==> src/rtl/alu_cmd_seq_pkg.sv <==
// Shared types and constants for the alu16b command sequencer.
// Latency: n/a (declarations only).
// Backpressure: n/a (declarations only).
//
// Contents: default operand/opcode widths, opcode constants, sequencer
// FSM state encoding and the command layout at default widths.
package alu_pkg;

  localparam int ALU_DW  = 8;
  localparam int ALU_OPW = 8;

  localparam logic [ALU_OPW-1:0] OP_NOP = 8'h00;
  localparam logic [ALU_OPW-1:0] OP_ADD = 8'h80;

  typedef enum logic [1:0] {
    S_IDLE = 2'd0,
    S_WAIT = 2'd1,
    S_RESP = 2'd2
  } seq_state_t;

  // Command layout at the default widths; the sequencer rebuilds the same
  // field order with its own parameter widths.
  typedef struct packed {
    logic [ALU_OPW-1:0] opcode;
    logic [ALU_DW-1:0]  a;
    logic [ALU_DW-1:0]  b;
  } alu_cmd_t;

endpackage

==> src/rtl/alu_cmd_fifo.sv <==
// Synchronous FIFO holding queued ALU commands, DEPTH entries of W bits.
// Latency: pushed entry visible at o_pop_dat one cycle after the push edge.
// Backpressure: pushes while full and pops while empty are ignored.
//
// Ports: clk/rst (sync, active-high), i_push/i_push_dat write side,
// i_pop/o_pop_dat read side (head is shown combinationally),
// o_full/o_empty/o_count occupancy status.
module alu_cmd_fifo #(
  parameter int W     = 24,
  parameter int DEPTH = 4
) (
  input  logic                     clk,
  input  logic                     rst,
  input  logic                     i_push,
  input  logic [W-1:0]             i_push_dat,
  input  logic                     i_pop,
  output logic [W-1:0]             o_pop_dat,
  output logic                     o_full,
  output logic                     o_empty,
  output logic [$clog2(DEPTH):0]   o_count
);

  localparam int AW = $clog2(DEPTH);

  logic [W-1:0]  r_mem [DEPTH];
  logic [AW-1:0] r_wr_ptr;
  logic [AW-1:0] r_rd_ptr;
  logic [AW:0]   r_count;
  logic          w_do_push;
  logic          w_do_pop;

  assign o_full    = (r_count == (AW+1)'(DEPTH));
  assign o_empty   = (r_count == '0);
  assign o_count   = r_count;
  assign o_pop_dat = r_mem[r_rd_ptr];

  assign w_do_push = i_push && !o_full;
  assign w_do_pop  = i_pop && !o_empty;

  // Pointers wrap naturally because DEPTH is a power of two.
  always_ff @(posedge clk) begin
    if (rst) begin
      r_wr_ptr <= '0;
      r_rd_ptr <= '0;
      r_count  <= '0;
    end else begin
      if (w_do_push) r_wr_ptr <= r_wr_ptr + AW'(1);
      if (w_do_pop)  r_rd_ptr <= r_rd_ptr + AW'(1);
      case ({w_do_push, w_do_pop})
        2'b10:   r_count <= r_count + (AW+1)'(1);
        2'b01:   r_count <= r_count - (AW+1)'(1);
        default: r_count <= r_count;
      endcase
    end
  end

  // Storage needs no reset: occupancy alone decides what is valid.
  always_ff @(posedge clk) begin
    if (w_do_push) r_mem[r_wr_ptr] <= i_push_dat;
  end

endmodule

==> src/rtl/alu_cmd_seq.sv <==
// Command sequencer feeding alu16b: queues commands, issues one at a time, returns tagged results.
// Latency: accept at E0, ALU driven after E1, rsp_valid after E0+ALU_LAT+2 (empty FIFO).
// Backpressure: cmd_ready drops when the FIFO is full; rsp_ready low holds the result and stalls issue.
//
// Ports: clk/rst (sync, active-high); cmd_* valid/ready command input;
// alu_opcode/alu_a/alu_b registered drive to alu16b, alu_z its result;
// rsp_* valid/ready result output tagged with the opcode; busy/fifo_count status.
module alu_cmd_seq
  import alu_pkg::*;
#(
  parameter int DW      = ALU_DW,
  parameter int OPW     = ALU_OPW,
  parameter int DEPTH   = 4,
  parameter int ALU_LAT = 1
) (
  input  logic                    clk,
  input  logic                    rst,
  input  logic                    cmd_valid,
  output logic                    cmd_ready,
  input  logic [OPW-1:0]          cmd_opcode,
  input  logic [DW-1:0]           cmd_a,
  input  logic [DW-1:0]           cmd_b,
  output logic [OPW-1:0]          alu_opcode,
  output logic [DW-1:0]           alu_a,
  output logic [DW-1:0]           alu_b,
  input  logic [DW-1:0]           alu_z,
  output logic                    rsp_valid,
  input  logic                    rsp_ready,
  output logic [DW-1:0]           rsp_z,
  output logic [OPW-1:0]          rsp_opcode,
  output logic                    busy,
  output logic [$clog2(DEPTH):0]  fifo_count
);

  localparam int LATW = (ALU_LAT < 1) ? 1 : $clog2(ALU_LAT + 1);
  localparam logic [LATW-1:0] LAT_INIT = LATW'(ALU_LAT);
  localparam logic [OPW-1:0]  NOP      = OPW'(OP_NOP);

  typedef struct packed {
    logic [OPW-1:0] opcode;
    logic [DW-1:0]  a;
    logic [DW-1:0]  b;
  } seq_cmd_t;

  seq_state_t             r_state;
  seq_state_t             w_state_nxt;
  logic [LATW-1:0]        r_wait_cnt;
  logic [OPW-1:0]         r_alu_opcode;
  logic [DW-1:0]          r_alu_a;
  logic [DW-1:0]          r_alu_b;
  logic                   r_rsp_valid;
  logic [DW-1:0]          r_rsp_z;
  logic [OPW-1:0]         r_rsp_opcode;

  seq_cmd_t               w_push_cmd;
  seq_cmd_t               w_head_cmd;
  logic                   w_push;
  logic                   w_full;
  logic                   w_empty;
  logic [$clog2(DEPTH):0] w_count;
  logic                   w_issue;
  logic                   w_capture;
  logic                   w_rsp_done;

  // Ready comes only from the registered count, so a full FIFO refuses a
  // command even on the edge that pops an entry.
  assign cmd_ready  = !rst && !w_full;
  assign w_push     = cmd_valid && cmd_ready;
  assign w_push_cmd = {cmd_opcode, cmd_a, cmd_b};

  alu_cmd_fifo #(
    .W     (OPW + 2*DW),
    .DEPTH (DEPTH)
  ) u_fifo (
    .clk        (clk),
    .rst        (rst),
    .i_push     (w_push),
    .i_push_dat (w_push_cmd),
    .i_pop      (w_issue),
    .o_pop_dat  (w_head_cmd),
    .o_full     (w_full),
    .o_empty    (w_empty),
    .o_count    (w_count)
  );

  // State register.
  always_ff @(posedge clk) begin
    if (rst) r_state <= S_IDLE;
    else     r_state <= w_state_nxt;
  end

  // Next-state logic. rsp_valid is high for the whole of RESP, so rsp_ready
  // there is the response handshake.
  always_comb begin
    w_state_nxt = r_state;
    case (r_state)
      S_IDLE: if (!w_empty) w_state_nxt = S_WAIT;
      S_WAIT: if (r_wait_cnt == '0) w_state_nxt = S_RESP;
      S_RESP: if (rsp_ready) w_state_nxt = w_empty ? S_IDLE : S_WAIT;
      default: w_state_nxt = S_IDLE;
    endcase
  end

  // Control outputs. Issue from RESP happens on the handshake edge so the
  // next command starts back-to-back with the returned result.
  always_comb begin
    w_issue    = 1'b0;
    w_capture  = 1'b0;
    w_rsp_done = 1'b0;
    case (r_state)
      S_IDLE: w_issue = !w_empty;
      S_WAIT: w_capture = (r_wait_cnt == '0);
      S_RESP: begin
        w_rsp_done = rsp_ready;
        w_issue    = rsp_ready && !w_empty;
      end
      default: ;
    endcase
  end

  // Datapath: ALU drive, wait counter and response register.
  always_ff @(posedge clk) begin
    if (rst) begin
      r_wait_cnt   <= '0;
      r_alu_opcode <= NOP;
      r_alu_a      <= '0;
      r_alu_b      <= '0;
      r_rsp_valid  <= 1'b0;
      r_rsp_z      <= '0;
      r_rsp_opcode <= '0;
    end else begin
      if (w_issue) begin
        r_alu_opcode <= w_head_cmd.opcode;
        r_alu_a      <= w_head_cmd.a;
        r_alu_b      <= w_head_cmd.b;
        r_wait_cnt   <= LAT_INIT;
      end else if (r_state == S_WAIT && r_wait_cnt != '0) begin
        r_wait_cnt <= r_wait_cnt - LATW'(1);
      end

      // Operands are left in place after capture; only the opcode returns
      // to NOP so the ALU sees no live command while idle.
      if (w_capture) begin
        r_rsp_z      <= alu_z;
        r_rsp_opcode <= r_alu_opcode;
        r_rsp_valid  <= 1'b1;
        r_alu_opcode <= NOP;
      end else if (w_rsp_done) begin
        r_rsp_valid <= 1'b0;
      end
    end
  end

  assign alu_opcode = r_alu_opcode;
  assign alu_a      = r_alu_a;
  assign alu_b      = r_alu_b;
  assign rsp_valid  = r_rsp_valid;
  assign rsp_z      = r_rsp_z;
  assign rsp_opcode = r_rsp_opcode;
  assign fifo_count = w_count;
  assign busy       = (r_state != S_IDLE) || !w_empty;

endmodule

==> config.mk <==
export PLATFORM = sky130hd
export DESIGN_NAME = alu_cmd_seq
export DESIGN_NICKNAME = d
export VERILOG_FILES = /design/src/rtl/alu_cmd_seq_pkg.sv /design/src/rtl/alu_cmd_fifo.sv /design/src/rtl/alu_cmd_seq.sv
export SDC_FILE = /design/constraint.sdc
export NUM_CORES = 1
export LEC_CHECK = 0
export CAP_MARGIN = 20
export CELL_PAD_IN_SITES_DETAIL_PLACEMENT = 0
export CELL_PAD_IN_SITES_GLOBAL_PLACEMENT = 2
export CORE_ASPECT_RATIO = 1.4
export CORE_MARGIN = 2
export CORE_UTILIZATION = 35
export DETAILED_ROUTE_END_ITERATION = 16
export PLACE_DENSITY_LB_ADDON = 0.1
export RECOVER_POWER = 100
export SLEW_MARGIN = 20
export SYNTH_ARGS = -nofsm -noshare
export SYNTH_HDL_FRONTEND = slang
export SYNTH_SLANG_ARGS = --single-unit
==> constraint.sdc <==
create_clock -name clk -period 3.5 [get_ports clk]
set_clock_uncertainty 0.1 [all_clocks]
set_input_delay 0.35 -clock clk [delete_from_list [all_inputs] [get_ports clk]]
set_output_delay 0.35 -clock clk [all_outputs]
set_load 0.01 [all_outputs]
==> metrics.md <==
| Metric | Value |
|---|---|
| Setup TNS | `0 ns` |
| Number of global-route vias before repair | `3,272` |
| Top post-synthesis cells by area | `edfxtp_1 52%, dfxtp_1 19%, mux4_2 9.7%` |
| Antenna diodes | `0` |
| 1st-iter DRT viols | `133` |
| Register area | `0.003944 mm2` |
| Worst Setup End Kind | `primary output` |
| FF+latch count, synth | `149` |
| Worst-Skew Late Latency | `0.41 ns` |
| Most frequent cells in the layout | `96 x edfxtp_1, 70 x dlygate4sd3_1, 53 x dfxtp_1` |
| Lkg Pwr | `2.513 nW` |
| Synth async-reset ratio | `0` |
| Final setup viols | `0` |
| Total power | `5.297 mW` |
| DIE HEIGHT | `153.2 um` |
| Period utilization | `0.7514` |
| Drt pass-1 iters | `6` |
| Yosys top cell by area | `edfxtp_1` |
| # fillers | `1,412` |
| Setup repair bufs after CTS | `0` |
| Max FO, Critical Path | `7` |
| CTS Hold Bufs | `0` |
| Fin nets | `474` |
| Final Max Tran Viols | `25` |
| Drt total wl | `11,100 um` |
| Worst setup SP type | `flop` |
| Syn Inst Count | `343` |
| GRT busiest layer | `met2` |
| GPL Wtd Cong | `0.6808` |
| Worst VDD drop | `0.3465 mV` |
| GR Util met2 | `0.2416` |
| Clock slew at reported path FFs | `0.07 ns` |
| Clock buffer depth | `2` |
| CTS tree | `built` |
| Outcome | `finished, violations left` |
| Final Hold Viols | `0` |
| EDFF count, synth | `96` |
| Slowest cell on crit path | `nor3_1` |
| Max transition margin | `-0.1406` |
| Initial Util | `0.3565` |
| Worst Hold Class | `in -> reg` |
| Tot GR Track Use | `0.1364` |
| Leading register cell type out of synthesis | `edfxtp_1` |
| CP Cell Sequence | `nor3_1 -> nand2_1 -> dlygate4sd3_1` |
| Critical path data arrival time | `2.18 ns` |
| H-tree levels | `4` |
| CP Buf/Inv Count | `1` |
| Critical Setup Path Class | `reg -> out` |
| Drt wl/cell | `17.32 um` |
| Cts bufs inserted | `17` |
| Total number of vias | `3,089` |
| CTS sink count | `149` |
| Global-route wire length before repair | `17,560 um` |
| Total congestion overflow | `0` |
| Worst-margin pin slew | `1.709 ns` |
| Max Cap Viol | `1` |
| Netlist cell types | `35` |
| Root Driver | `clkbuf_16` |
| Seq/Total Area, Yosys | `0.7088` |
| Mapped Area | `0.005564 mm2` |
| Final HPWL from detailed placement | `6671 um` |
| RSZ-0062 raised after global routing | `no` |
| Area of the multi-input gates | `0.001459 mm2` |
| Data required, critical path | `3.05 ns` |
| Met3 GRT Util | `0.03569` |
| Core Rows | `54` |
| Syn avg cell area | `16.22 um2` |
| Fmax | `380.3 MHz` |
| Die area | `0.01694 mm2` |
| Core area | `0.01561 mm2` |
| DRC viols | `0` |
| # IOs | `82` |
| Minimum clock period | `2.630 ns` |
| Yosys warnings | `0` |
| Placed Cells | `609` |
| Cell Count, Final, Fillers Out | `641` |
| Crit-path max cell delay | `0.70 ns` |
| Drt via density | `4.819` |
| Yosys top cell area share | `0.5181` |
| Largest net degree at the start of global routing | `43` |
| PortBufs | `81` |
| Initial antenna violation count | `0` |
| Failing checks | `max-capacitance violations, max-slew violations` |
| Most common cell after layout, fill and taps aside | `edfxtp_1` |
| Fraction of layout cells with a size suffix above 1 | `0.1528` |
| Post-cts resize count | `0` |
| Pwr/cell area | `745.3 mW/mm2` |
| Area delta synth->final | `27.73%` |
| Syn nets | `385` |
| Antenna-violating nets left | `0` |
| GR Util met1 | `0.1570` |
| Die Width | `110.6 um` |
| Top delay family on crit path | `simple AND/OR/NAND/NOR gates` |
final timing paths:
kind                            slack, ns  cells after the start                    end                            from
worst max-delay path                 0.87                      3                   busy  u_fifo.o_count[2]$_SDFFE_PP0P_
worst min-delay path                 0.26                      3  alu_b[4]$_SDFFE_PP0P_                             rst
worst max register to register       0.90                      2  alu_b[1]$_SDFFE_PP0P_                            flop
worst min register to register       0.35                      2  rsp_z[2]$_SDFFE_PP0P_           rsp_z[2]$_SDFFE_PP0P_
per-layer routing:
metal / vias to the layer above / part of all wire
met5: - / 0
met4: 0 / 0.013
met3: 8 / 0.037
met2: 76 / 0.52
met1: 1525 / 0.43
li1: 1480 / -
through the flow:
| step | hold WS, ns | cell area, um2 | utilization | setup slack (ns) |
|---|---|---|---|---|
| 2_1_floorplan | 0.3489 | 5564 | - | 0.9399 |
| 3_3_place_gp | 0.3413 | 6563 | 0.4205 | 0.7593 |
| 3_5_place_dp | 0.3473 | 6563 | 0.4205 | 0.7512 |
| 4_1_cts | 0.2465 | 7132 | 0.4570 | 1.069 |
| 5_1_grt | 0.2727 | 7107 | 0.4553 | 0.5779 |
| 6_report | 0.2581 | 7107 | 0.4553 | 0.8702 |
kinds of logic (layout without fill, tap and decap cells):
kind of cell	Yosys count	count (layout)	share of synthesized area
buffers and inverters	29	131	0.02721
xor gates and xnor gates	2	2	0.003149
DFF	149	149	0.7088
adders and majority gates	6	6	0.01484
AOI/OAI and AO/OA	54	54	0.06679
muxes	27	27	0.1030
and+or+nand+nor	76	76	0.07623
synth_stat cells (2+ instances only):
| cell type | count |
|---|---|
| ha_1 | 5 |
| a22o_1 | 24 |
| and2_1 | 4 |
| buf_2 | 7 |
| dfxtp_1 | 53 |
| or3_1 | 2 |
| nand2_1 | 35 |
| a21oi_1 | 24 |
| nor2b_1 | 18 |
| inv_1 | 10 |
| clkbuf_1 | 4 |
| nor2_1 | 7 |
| mux4_2 | 24 |
| buf_6 | 3 |
| mux2_2 | 2 |
| xor2_1 | 2 |
| buf_1 | 2 |
| edfxtp_1 | 96 |
| o21ai_0 | 3 |
| buf_4 | 3 |
worst register-to-register path, cell delays in order, from the launching register on:
cell     delay (ns)
dfxtp_1        1.47
mux4_2         0.67
a22o_1         0.24
state kept, by name (all words and copies together) (netlist names), named ones only:
| register | count |
|---|---|
| rsp_opcode | 8 |
| alu_b | 8 |
| u_fifo.r_wr_ptr | 2 |
| alu_a | 8 |
| u_fifo.r_mem | 96 |
| rsp_valid | 1 |
| r_state | 2 |
| u_fifo.o_count | 3 |
| r_wait_cnt | 1 |
| rsp_z | 8 |
| alu_opcode | 8 |
| u_fifo.r_rd_ptr | 2 |
report_power, final:
part	internal, mW	switching [mW]
Clock	0.943	0.784
Combinational	0.643	0.551
Sequential	2.16	0.216
Total	3.75	1.55
area by class of cell:
cell class,count,area share
clock buffers,17,0.05986
clock inverters,15,0.02025
inverters,10,0.005282
multi-input cells,165,0.2053
flip-flops and latches,149,0.5549
well taps,196,0.03451
repair buffers,89,0.1199
No activity file was read; power rests on OpenSTA's default activity.
